===== src/rtl/hipass_out_ctrl_if.sv =====
// Bundle of the toll-lane display/buzzer signals between the lane readers and hipass_out_ctrl.
// dbg_state carries the sound FSM state (0=IDLE, 1=BEEP, 2=GAP) for checkers.
interface hipass_out_ctrl_if #(
    parameter int LANES = 2
);
    logic [1:0]         en;
    logic [4*LANES-1:0] hipass;
    logic [6:0]         out;
    logic [LANES-1:0]   lane_sel;
    logic               sound_out;
    logic               busy;
    logic [1:0]         dbg_state;

    // Level signals only, no valid/ready: inputs are sampled on every rising clk edge
    // and outputs change only on that edge (or asynchronously to zero on reset).
    modport master (
        output en, hipass,
        input  out, lane_sel, sound_out, busy, dbg_state
    );
    modport slave (
        input  en, hipass,
        output out, lane_sel, sound_out, busy, dbg_state
    );
endinterface


===== src/rtl/hipass_out_ctrl.sv =====
// Hi-pass toll lane output controller: per-lane code hold, scanned 7-segment display, beep sequencer.
// Optional macro HIPASS_FAULT_STICKY_EN keeps a latched FAULT on display until a PASS event or reset.
module hipass_out_ctrl #(
    parameter int LANES    = 2,
    parameter int HOLD     = 16,
    parameter int BEEP_LEN = 8,
    parameter int TONE_DIV = 2
) (
    input logic         clk,
    input logic         rst,
    hipass_out_ctrl_if.slave bus
);
    localparam int SW = (LANES > 1) ? $clog2(LANES) : 1;
    localparam int HW = $clog2(HOLD + 1);
    localparam int CW = $clog2(BEEP_LEN + 1);
    localparam int TW = $clog2(TONE_DIV + 1);

    localparam logic [3:0] CODE_IDLE  = 4'b0000;
    localparam logic [3:0] CODE_PASS  = 4'b1110;
    localparam logic [3:0] CODE_FAULT = 4'b1111;

    typedef enum logic [1:0] {
        S_IDLE = 2'd0,
        S_BEEP = 2'd1,
        S_GAP  = 2'd2
    } snd_state_t;

    function automatic logic [6:0] glyph(input logic [3:0] code);
        case (code)
            CODE_IDLE:  glyph = 7'b0000000;
            CODE_PASS:  glyph = 7'b1100111;
            CODE_FAULT: glyph = 7'b1001111;
            default:    glyph = 7'b0001110;
        endcase
    endfunction

    function automatic logic [1:0] beep_count(input logic [3:0] code);
        case (code)
            CODE_PASS:  beep_count = 2'd1;
            CODE_FAULT: beep_count = 2'd3;
            default:    beep_count = 2'd2;
        endcase
    endfunction

    logic [3:0]    live      [LANES];
    logic [3:0]    prev_code [LANES];
    logic [3:0]    latched   [LANES];
    logic [HW-1:0] hold_cnt  [LANES];
    logic [3:0]    disp_code [LANES];
    logic [1:0]    pend      [LANES];
    logic [1:0]    pend_n    [LANES];
    logic [LANES-1:0] event_v;
`ifdef HIPASS_FAULT_STICKY_EN
    logic [LANES-1:0] sticky;
`endif

    always_comb begin
        for (int i = 0; i < LANES; i++) begin
            live[i]      = bus.hipass[4*i +: 4];
            event_v[i]   = (live[i] != prev_code[i]) && (live[i] != CODE_IDLE);
            disp_code[i] = (hold_cnt[i] != '0) ? latched[i] : live[i];
`ifdef HIPASS_FAULT_STICKY_EN
            if (sticky[i]) disp_code[i] = CODE_FAULT;
`endif
        end
    end

    always_ff @(posedge clk or negedge rst) begin
        if (!rst) begin
            for (int i = 0; i < LANES; i++) begin
                prev_code[i] <= CODE_IDLE;
                latched[i]   <= CODE_IDLE;
                hold_cnt[i]  <= '0;
            end
        end else begin
            for (int i = 0; i < LANES; i++) begin
                prev_code[i] <= live[i];
                if (event_v[i]) begin
                    latched[i]  <= live[i];
                    hold_cnt[i] <= HW'(HOLD);
                end else if (hold_cnt[i] != '0) begin
                    hold_cnt[i] <= hold_cnt[i] - HW'(1);
                end
            end
        end
    end

`ifdef HIPASS_FAULT_STICKY_EN
    // A FAULT stays pinned regardless of hold; only a PASS on the same lane releases it.
    always_ff @(posedge clk or negedge rst) begin
        if (!rst) begin
            sticky <= '0;
        end else begin
            for (int i = 0; i < LANES; i++) begin
                if (event_v[i] && live[i] == CODE_FAULT) sticky[i] <= 1'b1;
                else if (event_v[i] && live[i] == CODE_PASS) sticky[i] <= 1'b0;
            end
        end
    end
`endif

    // Display scan: outputs carry the lane addressed by the previous cycle's scan index.
    logic [SW-1:0]    scan_idx;
    logic [LANES-1:0] sel_n;
    logic [6:0]       out_r;
    logic [LANES-1:0] lane_sel_r;

    always_comb begin
        for (int i = 0; i < LANES; i++) sel_n[i] = (scan_idx == SW'(i));
    end

    always_ff @(posedge clk or negedge rst) begin
        if (!rst) begin
            scan_idx   <= '0;
            out_r      <= '0;
            lane_sel_r <= '0;
        end else begin
            scan_idx <= (scan_idx == SW'(LANES - 1)) ? '0 : scan_idx + SW'(1);
            if (bus.en[0]) begin
                out_r      <= glyph(disp_code[scan_idx]);
                lane_sel_r <= sel_n;
            end else begin
                out_r      <= '0;
                lane_sel_r <= '0;
            end
        end
    end

    // Sound sequencer
    snd_state_t    state, state_n;
    logic [CW-1:0] cnt, cnt_n;
    logic [TW-1:0] tone, tone_n;
    logic [1:0]    beeps, beeps_n;
    logic          snd, snd_n;
    logic          take_any, take;
    logic [SW-1:0] take_idx;

    always_comb begin
        take_any = 1'b0;
        take_idx = '0;
        for (int i = LANES - 1; i >= 0; i--) begin
            if (pend[i] != 2'd0) begin
                take_any = 1'b1;
                take_idx = SW'(i);
            end
        end
    end

    always_comb begin
        state_n = state;
        cnt_n   = cnt;
        tone_n  = tone;
        beeps_n = beeps;
        snd_n   = snd;
        take    = 1'b0;
        case (state)
            S_IDLE: take = take_any;
            S_BEEP: begin
                if (cnt == CW'(BEEP_LEN - 1)) begin
                    state_n = S_GAP;
                    cnt_n   = '0;
                    tone_n  = '0;
                    snd_n   = 1'b0;
                    beeps_n = beeps - 2'd1;
                end else begin
                    cnt_n = cnt + CW'(1);
                    if (tone == TW'(TONE_DIV - 1)) begin
                        tone_n = '0;
                        snd_n  = ~snd;
                    end else begin
                        tone_n = tone + TW'(1);
                    end
                end
            end
            S_GAP: begin
                if (cnt == CW'(BEEP_LEN - 1)) begin
                    if (beeps != 2'd0) begin
                        state_n = S_BEEP;
                        cnt_n   = '0;
                        tone_n  = '0;
                        snd_n   = 1'b1;
                    end else if (take_any) begin
                        // chain straight into the next lane so busy never dips between jobs
                        take = 1'b1;
                    end else begin
                        state_n = S_IDLE;
                    end
                end else begin
                    cnt_n = cnt + CW'(1);
                end
            end
            default: state_n = S_IDLE;
        endcase
        if (take) begin
            state_n = S_BEEP;
            cnt_n   = '0;
            tone_n  = '0;
            snd_n   = 1'b1;
            beeps_n = pend[take_idx];
        end
        for (int i = 0; i < LANES; i++) begin
            pend_n[i] = pend[i];
            if (take && take_idx == SW'(i)) pend_n[i] = 2'd0;
            if (event_v[i]) pend_n[i] = beep_count(live[i]);
        end
        if (!bus.en[1]) begin
            state_n = S_IDLE;
            cnt_n   = '0;
            tone_n  = '0;
            snd_n   = 1'b0;
            beeps_n = 2'd0;
            for (int i = 0; i < LANES; i++) pend_n[i] = 2'd0;
        end
    end

    always_ff @(posedge clk or negedge rst) begin
        if (!rst) begin
            state <= S_IDLE;
            cnt   <= '0;
            tone  <= '0;
            beeps <= 2'd0;
            snd   <= 1'b0;
            for (int i = 0; i < LANES; i++) pend[i] <= 2'd0;
        end else begin
            state <= state_n;
            cnt   <= cnt_n;
            tone  <= tone_n;
            beeps <= beeps_n;
            snd   <= snd_n;
            for (int i = 0; i < LANES; i++) pend[i] <= pend_n[i];
        end
    end

    assign bus.out       = out_r;
    assign bus.lane_sel  = lane_sel_r;
    assign bus.sound_out = snd;
    assign bus.busy      = (state != S_IDLE);
    assign bus.dbg_state = state;

endmodule


===== src/flat_wrapper.sv =====
// flat-port wrapper written by rule: the top's interface ports become plain ports
module hipass_out_ctrl_flat 
#(
    parameter int LANES    = 2,
    parameter int HOLD     = 16,
    parameter int BEEP_LEN = 8,
    parameter int TONE_DIV = 2
)
  (clk, rst, bus_en, bus_hipass, bus_out, bus_lane_sel, bus_sound_out, bus_busy, bus_dbg_state);
  hipass_out_ctrl_if #(.LANES(LANES)) bus_i ();
  input logic clk;
  input logic rst;
  input wire logic [$bits(bus_i.en)-1:0] bus_en;
  input wire logic [$bits(bus_i.hipass)-1:0] bus_hipass;
  output wire logic [$bits(bus_i.out)-1:0] bus_out;
  output wire logic [$bits(bus_i.lane_sel)-1:0] bus_lane_sel;
  output wire logic [$bits(bus_i.sound_out)-1:0] bus_sound_out;
  output wire logic [$bits(bus_i.busy)-1:0] bus_busy;
  output wire logic [$bits(bus_i.dbg_state)-1:0] bus_dbg_state;
  assign bus_i.en = bus_en;
  assign bus_i.hipass = bus_hipass;
  assign bus_out = bus_i.out;
  assign bus_lane_sel = bus_i.lane_sel;
  assign bus_sound_out = bus_i.sound_out;
  assign bus_busy = bus_i.busy;
  assign bus_dbg_state = bus_i.dbg_state;
  hipass_out_ctrl #(.LANES(LANES), .HOLD(HOLD), .BEEP_LEN(BEEP_LEN), .TONE_DIV(TONE_DIV)) u_core (.clk(clk), .rst(rst), .bus(bus_i));
endmodule

===== config.mk =====
export PLATFORM = sky130hd
export DESIGN_NAME = hipass_out_ctrl_flat
export DESIGN_NICKNAME = d
export VERILOG_FILES = /design/src/rtl/hipass_out_ctrl_if.sv /design/src/rtl/hipass_out_ctrl.sv /design/src/flat_wrapper.sv
export SDC_FILE = /design/constraint.sdc
export NUM_CORES = 1
export LEC_CHECK = 0
export CORE_MARGIN = 3
export CORE_UTILIZATION = 50
export CTS_CLUSTER_SIZE = 30
export DETAILED_ROUTE_END_ITERATION = 7
export GPL_TIMING_DRIVEN = 1
export PLACE_DENSITY_LB_ADDON = 0.3
export SKIP_LAST_GASP = 1
export SLEW_MARGIN = 5
export SYNTH_ARGS = -nofsm -noshare
export SYNTH_HDL_FRONTEND = slang
export SYNTH_SLANG_ARGS = --single-unit

===== constraint.sdc =====
create_clock -name clk -period 3.5 [get_ports clk]
set_clock_uncertainty 0.2 [all_clocks]
set_input_delay 0.525 -clock clk [delete_from_list [all_inputs] [get_ports clk]]
set_output_delay 0.525 -clock clk [all_outputs]
set_load 0.05 [all_outputs]

==> qor.txt <==
Largest net degree at the start of global routing: 49
Iteration-0 DRC Markers: 104
Critical path class: reg -> reg
DIE AREA: 0.005724 sq mm
Post-layout util: 0.6192
Synth warn: 0
Final Instance Area: 0.002789 sq mm
Leak Pwr: 1.218 nW
R2r worst-path depth: 7
Crit path DAT: 2.79 ns
DPL Wire Length: 3.132 mm
Asr flop ratio synth: 1.000
DRC: 0
DRT Pass-1 Iters: 4
Vias per cell: 5.712
CTS tree: built
RSZ-0062 raised after global routing: false
Net Count, Synth: 255
Worst hold-check path type: in -> async
Routed WL: 4.418 mm
Run status: complete, no violations
Core Area: 0.004504 sq mm
I/O pins: 25
Mapped Area: 0.002426 sq mm
Critical Path Fanout Max: 8
GRT Total Usage: 0.1819
Max IR drop VDD: 0.0002661 V
Antenna viol nets, final: 0
Max Freq: 357.5 MHz
Sequential area share after synthesis: 0.4951
Post-synth top flop: dfrtp_1
TritonCTS buffer count: 5
Global-route wire length before repair: 8.079 mm
Slew HR: 0.3080
Total Nets Final: 278
Crit path cell chain: inv_1 > ha_1 > nor4b_4 > mux2i_1 > o311ai_0 > or4b_1 > and3_1
Initial antenna violation count: 0
Setup Buffers After CTS: 0
Number of global-route vias before repair: 1805
Critical path's slowest cell: or4b_1
Fraction of layout cells with a size suffix above 1: 0.06513
CTS Hold Bufs: 0
Wire per inst: 14.12 microns
Fin crit share: 0.7992
Clk root buf: clkbuf_8
Worst slew pin tran: 1.038 ns
CP Capture Type: flop
CP startpoint kind: flop
Place WS: 0.7455 ns
Max clock buf depth: 2
TNS Setup: 0 ns
EDFF count, synth: 0
Post-CTS sizing: 0
Critical Path RT: 3.49 ns
Clk_lat worst skew: 0.30 ns
Final critical-path setup slack: 0.7027 ns
Synth unique cells: 47
Clk sink count: 48
#FFs+latches synth: 48
H-tree levels: 2
Die W: 75.66 microns
Power per cell area: 480.4 mW/mm^2
Crit-path max cell delay: 0.54 ns
Via count: 1788
Post-Synthesis Cells: 237
Area Overhead vs Synth: 14.96%
Avg Inst Size Synth: 10.24 sq um
Input/output buffers: 23
Placer Congestion: 0.8157
Final Hold Vio Count: 0
Initial Util: 0.5386
Die Y: 75.66 microns
Clock transition at the registers of the reported paths: 0.09 ns
Placed Instance Area: 0.002678 sq mm
Final Max Tran Viols: 0
GRT Residual Overflow: 0
ANT cells: 0
Max-Cap Viols: 0
Row count: 24
Final setup fails: 0
Final min period: 2.797 ns
[cell type report]
| cell class | count | area (sq um) |
|---|---|---|
| Clock buffer | 5 | 68.82 |
| Clock inverter | 3 | 42.54 |
| Tap cell | 52 | 65.06 |
| Inverter | 15 | 56.30 |
| Timing Repair Buffer | 23 | 225.2 |
| Multi-Input combinational cell | 167 | 1130 |
| Fill cell | 377 | 1715 |
| Sequential cell | 48 | 1201 |
[metrics by stage]
stage,cells,hold WS (ns),total power [mW]
after floorplan,237,0.02941,0.8667
after global placement,305,0.2637,0.9480
after detailed placement,305,0.2722,0.9541
after CTS,313,0.2355,1.355
after global routing,313,0.2766,1.416
final,313,0.1953,1.340
[per-layer routing]
| layer | up-vias | track usage | part of all wire |
|---|---|---|---|
| li1 | 880 | - | - |
| met1 | 870 | 0.2534 | 0.50 |
| met2 | 31 | 0.2809 | 0.46 |
| met3 | 7 | 0.04354 | 0.035 |
| met4 | 0 | 0.06019 | 0.012 |
| met5 | - | 0 | 0 |
[cell usage after synthesis (2+ instances only)]
master    number  area, sq um
dfrtp_1       48         1201
nor2_1        24        90.09
nand2_1       18        67.56
inv_1         15        56.30
a21oi_1       13        65.06
nor3_1        10        50.05
xnor2_1       10        87.58
a22o_1         8        70.07
mux2i_1        7        70.07
ha_1           6        75.07
o21ai_0        6        30.03
mux2_2         4        45.04
nand2b_1       4        25.02
nand3b_1       4        30.03
nor2b_1        4        25.02
nor4_1         4        25.02
o21a_1         4        30.03
a21boi_0       3        22.52
buf_4          3        22.52
clkbuf_1       3        11.26
nand3_1        3        15.01
xor2_1         3        26.28
a211oi_1       2        15.01
a21o_1         2        15.01
and2_1         2        12.51
and3_1         2        12.51
nand4_1        2        12.51
nor4b_4        2        47.55
o311ai_0       2        17.52
o32ai_1        2        17.52
[logic make-up after synthesis]
kind of cell / after synthesis / share of synthesized area
DFF: 48 / 0.4951
xor gates and xnor gates: 13 / 0.04693
other: 1 / 0.001546
buffers and inverters: 22 / 0.03919
AOI/OAI and AO/OA: 49 / 0.1413
muxes: 11 / 0.04745
adders and majority gates: 6 / 0.03094
and+or+nand+nor: 87 / 0.1975
[layout by cell type (no fill, tap or decap), drive strengths merged, types with 5 or more instances in the layout]
master	synthesis	routed
a21oi	13	13
a22o	8	8
clkbuf	4	5
clkdlybuf4s50	0	22
dfrtp	48	48
ha	6	6
inv	15	15
mux2i	7	7
nand2	18	18
nor2	24	24
nor3	10	10
o21ai	6	6
xnor2	10	10
[worst paths after layout]
| kind | from | end | slack, ns |
|---|---|---|---|
| hold / removal | rst | u_core.hold_cnt[8]$_DFFE_PN0P_ | 0.20 |
| setup / recovery | u_core.hold_cnt[5]$_DFFE_PN0P_ | u_core.bus.out[3]$_DFF_PN0_ | 0.70 |
| min in group clk | u_core.latched[2]$_DFFE_PN0P_ | u_core.latched[2]$_DFFE_PN0P_ | 0.29 |
| hold reg to reg | u_core.latched[2]$_DFFE_PN0P_ | u_core.latched[2]$_DFFE_PN0P_ | 0.29 |
| setup reg to reg | u_core.hold_cnt[5]$_DFFE_PN0P_ | u_core.bus.out[3]$_DFF_PN0_ | 0.70 |
| max in group asynchronous | rst | u_core.latched[3]$_DFFE_PN0P_ | 2.26 |
[where the power goes]
part | total, mW | internal (mW) | switching (mW)
registers | 0.643 | 0.602 | 0.0415
clock network | 0.396 | 0.211 | 0.184
logic | 0.301 | 0.129 | 0.172
total | 1.34 | 0.942 | 0.398
[flip-flops by register name (all words and copies together), names as in the netlist]
name / count
u_core.hold_cnt: 10
u_core.latched: 8
u_core.prev_code: 8
u_core.bus.out: 4
u_core.cnt: 4
u_core.pend: 4
u_core.beeps: 2
u_core.bus.dbg_state: 2
u_core.bus.lane_sel: 2
u_core.tone: 2
u_core.bus.sound_out: 1
u_core.scan_idx: 1
[critical path, delay by kind of cell, from the launching register on]
kind / cells / cell delay (ns)
compound gates: 1 / 0.23
fa+ha+maj: 1 / 0.21
flops: 1 / 0.40
mux: 1 / 0.26
simple gates: 3 / 1.26
buf+inv: 1 / 0.12
No activity file was read; power rests on OpenSTA's default activity.
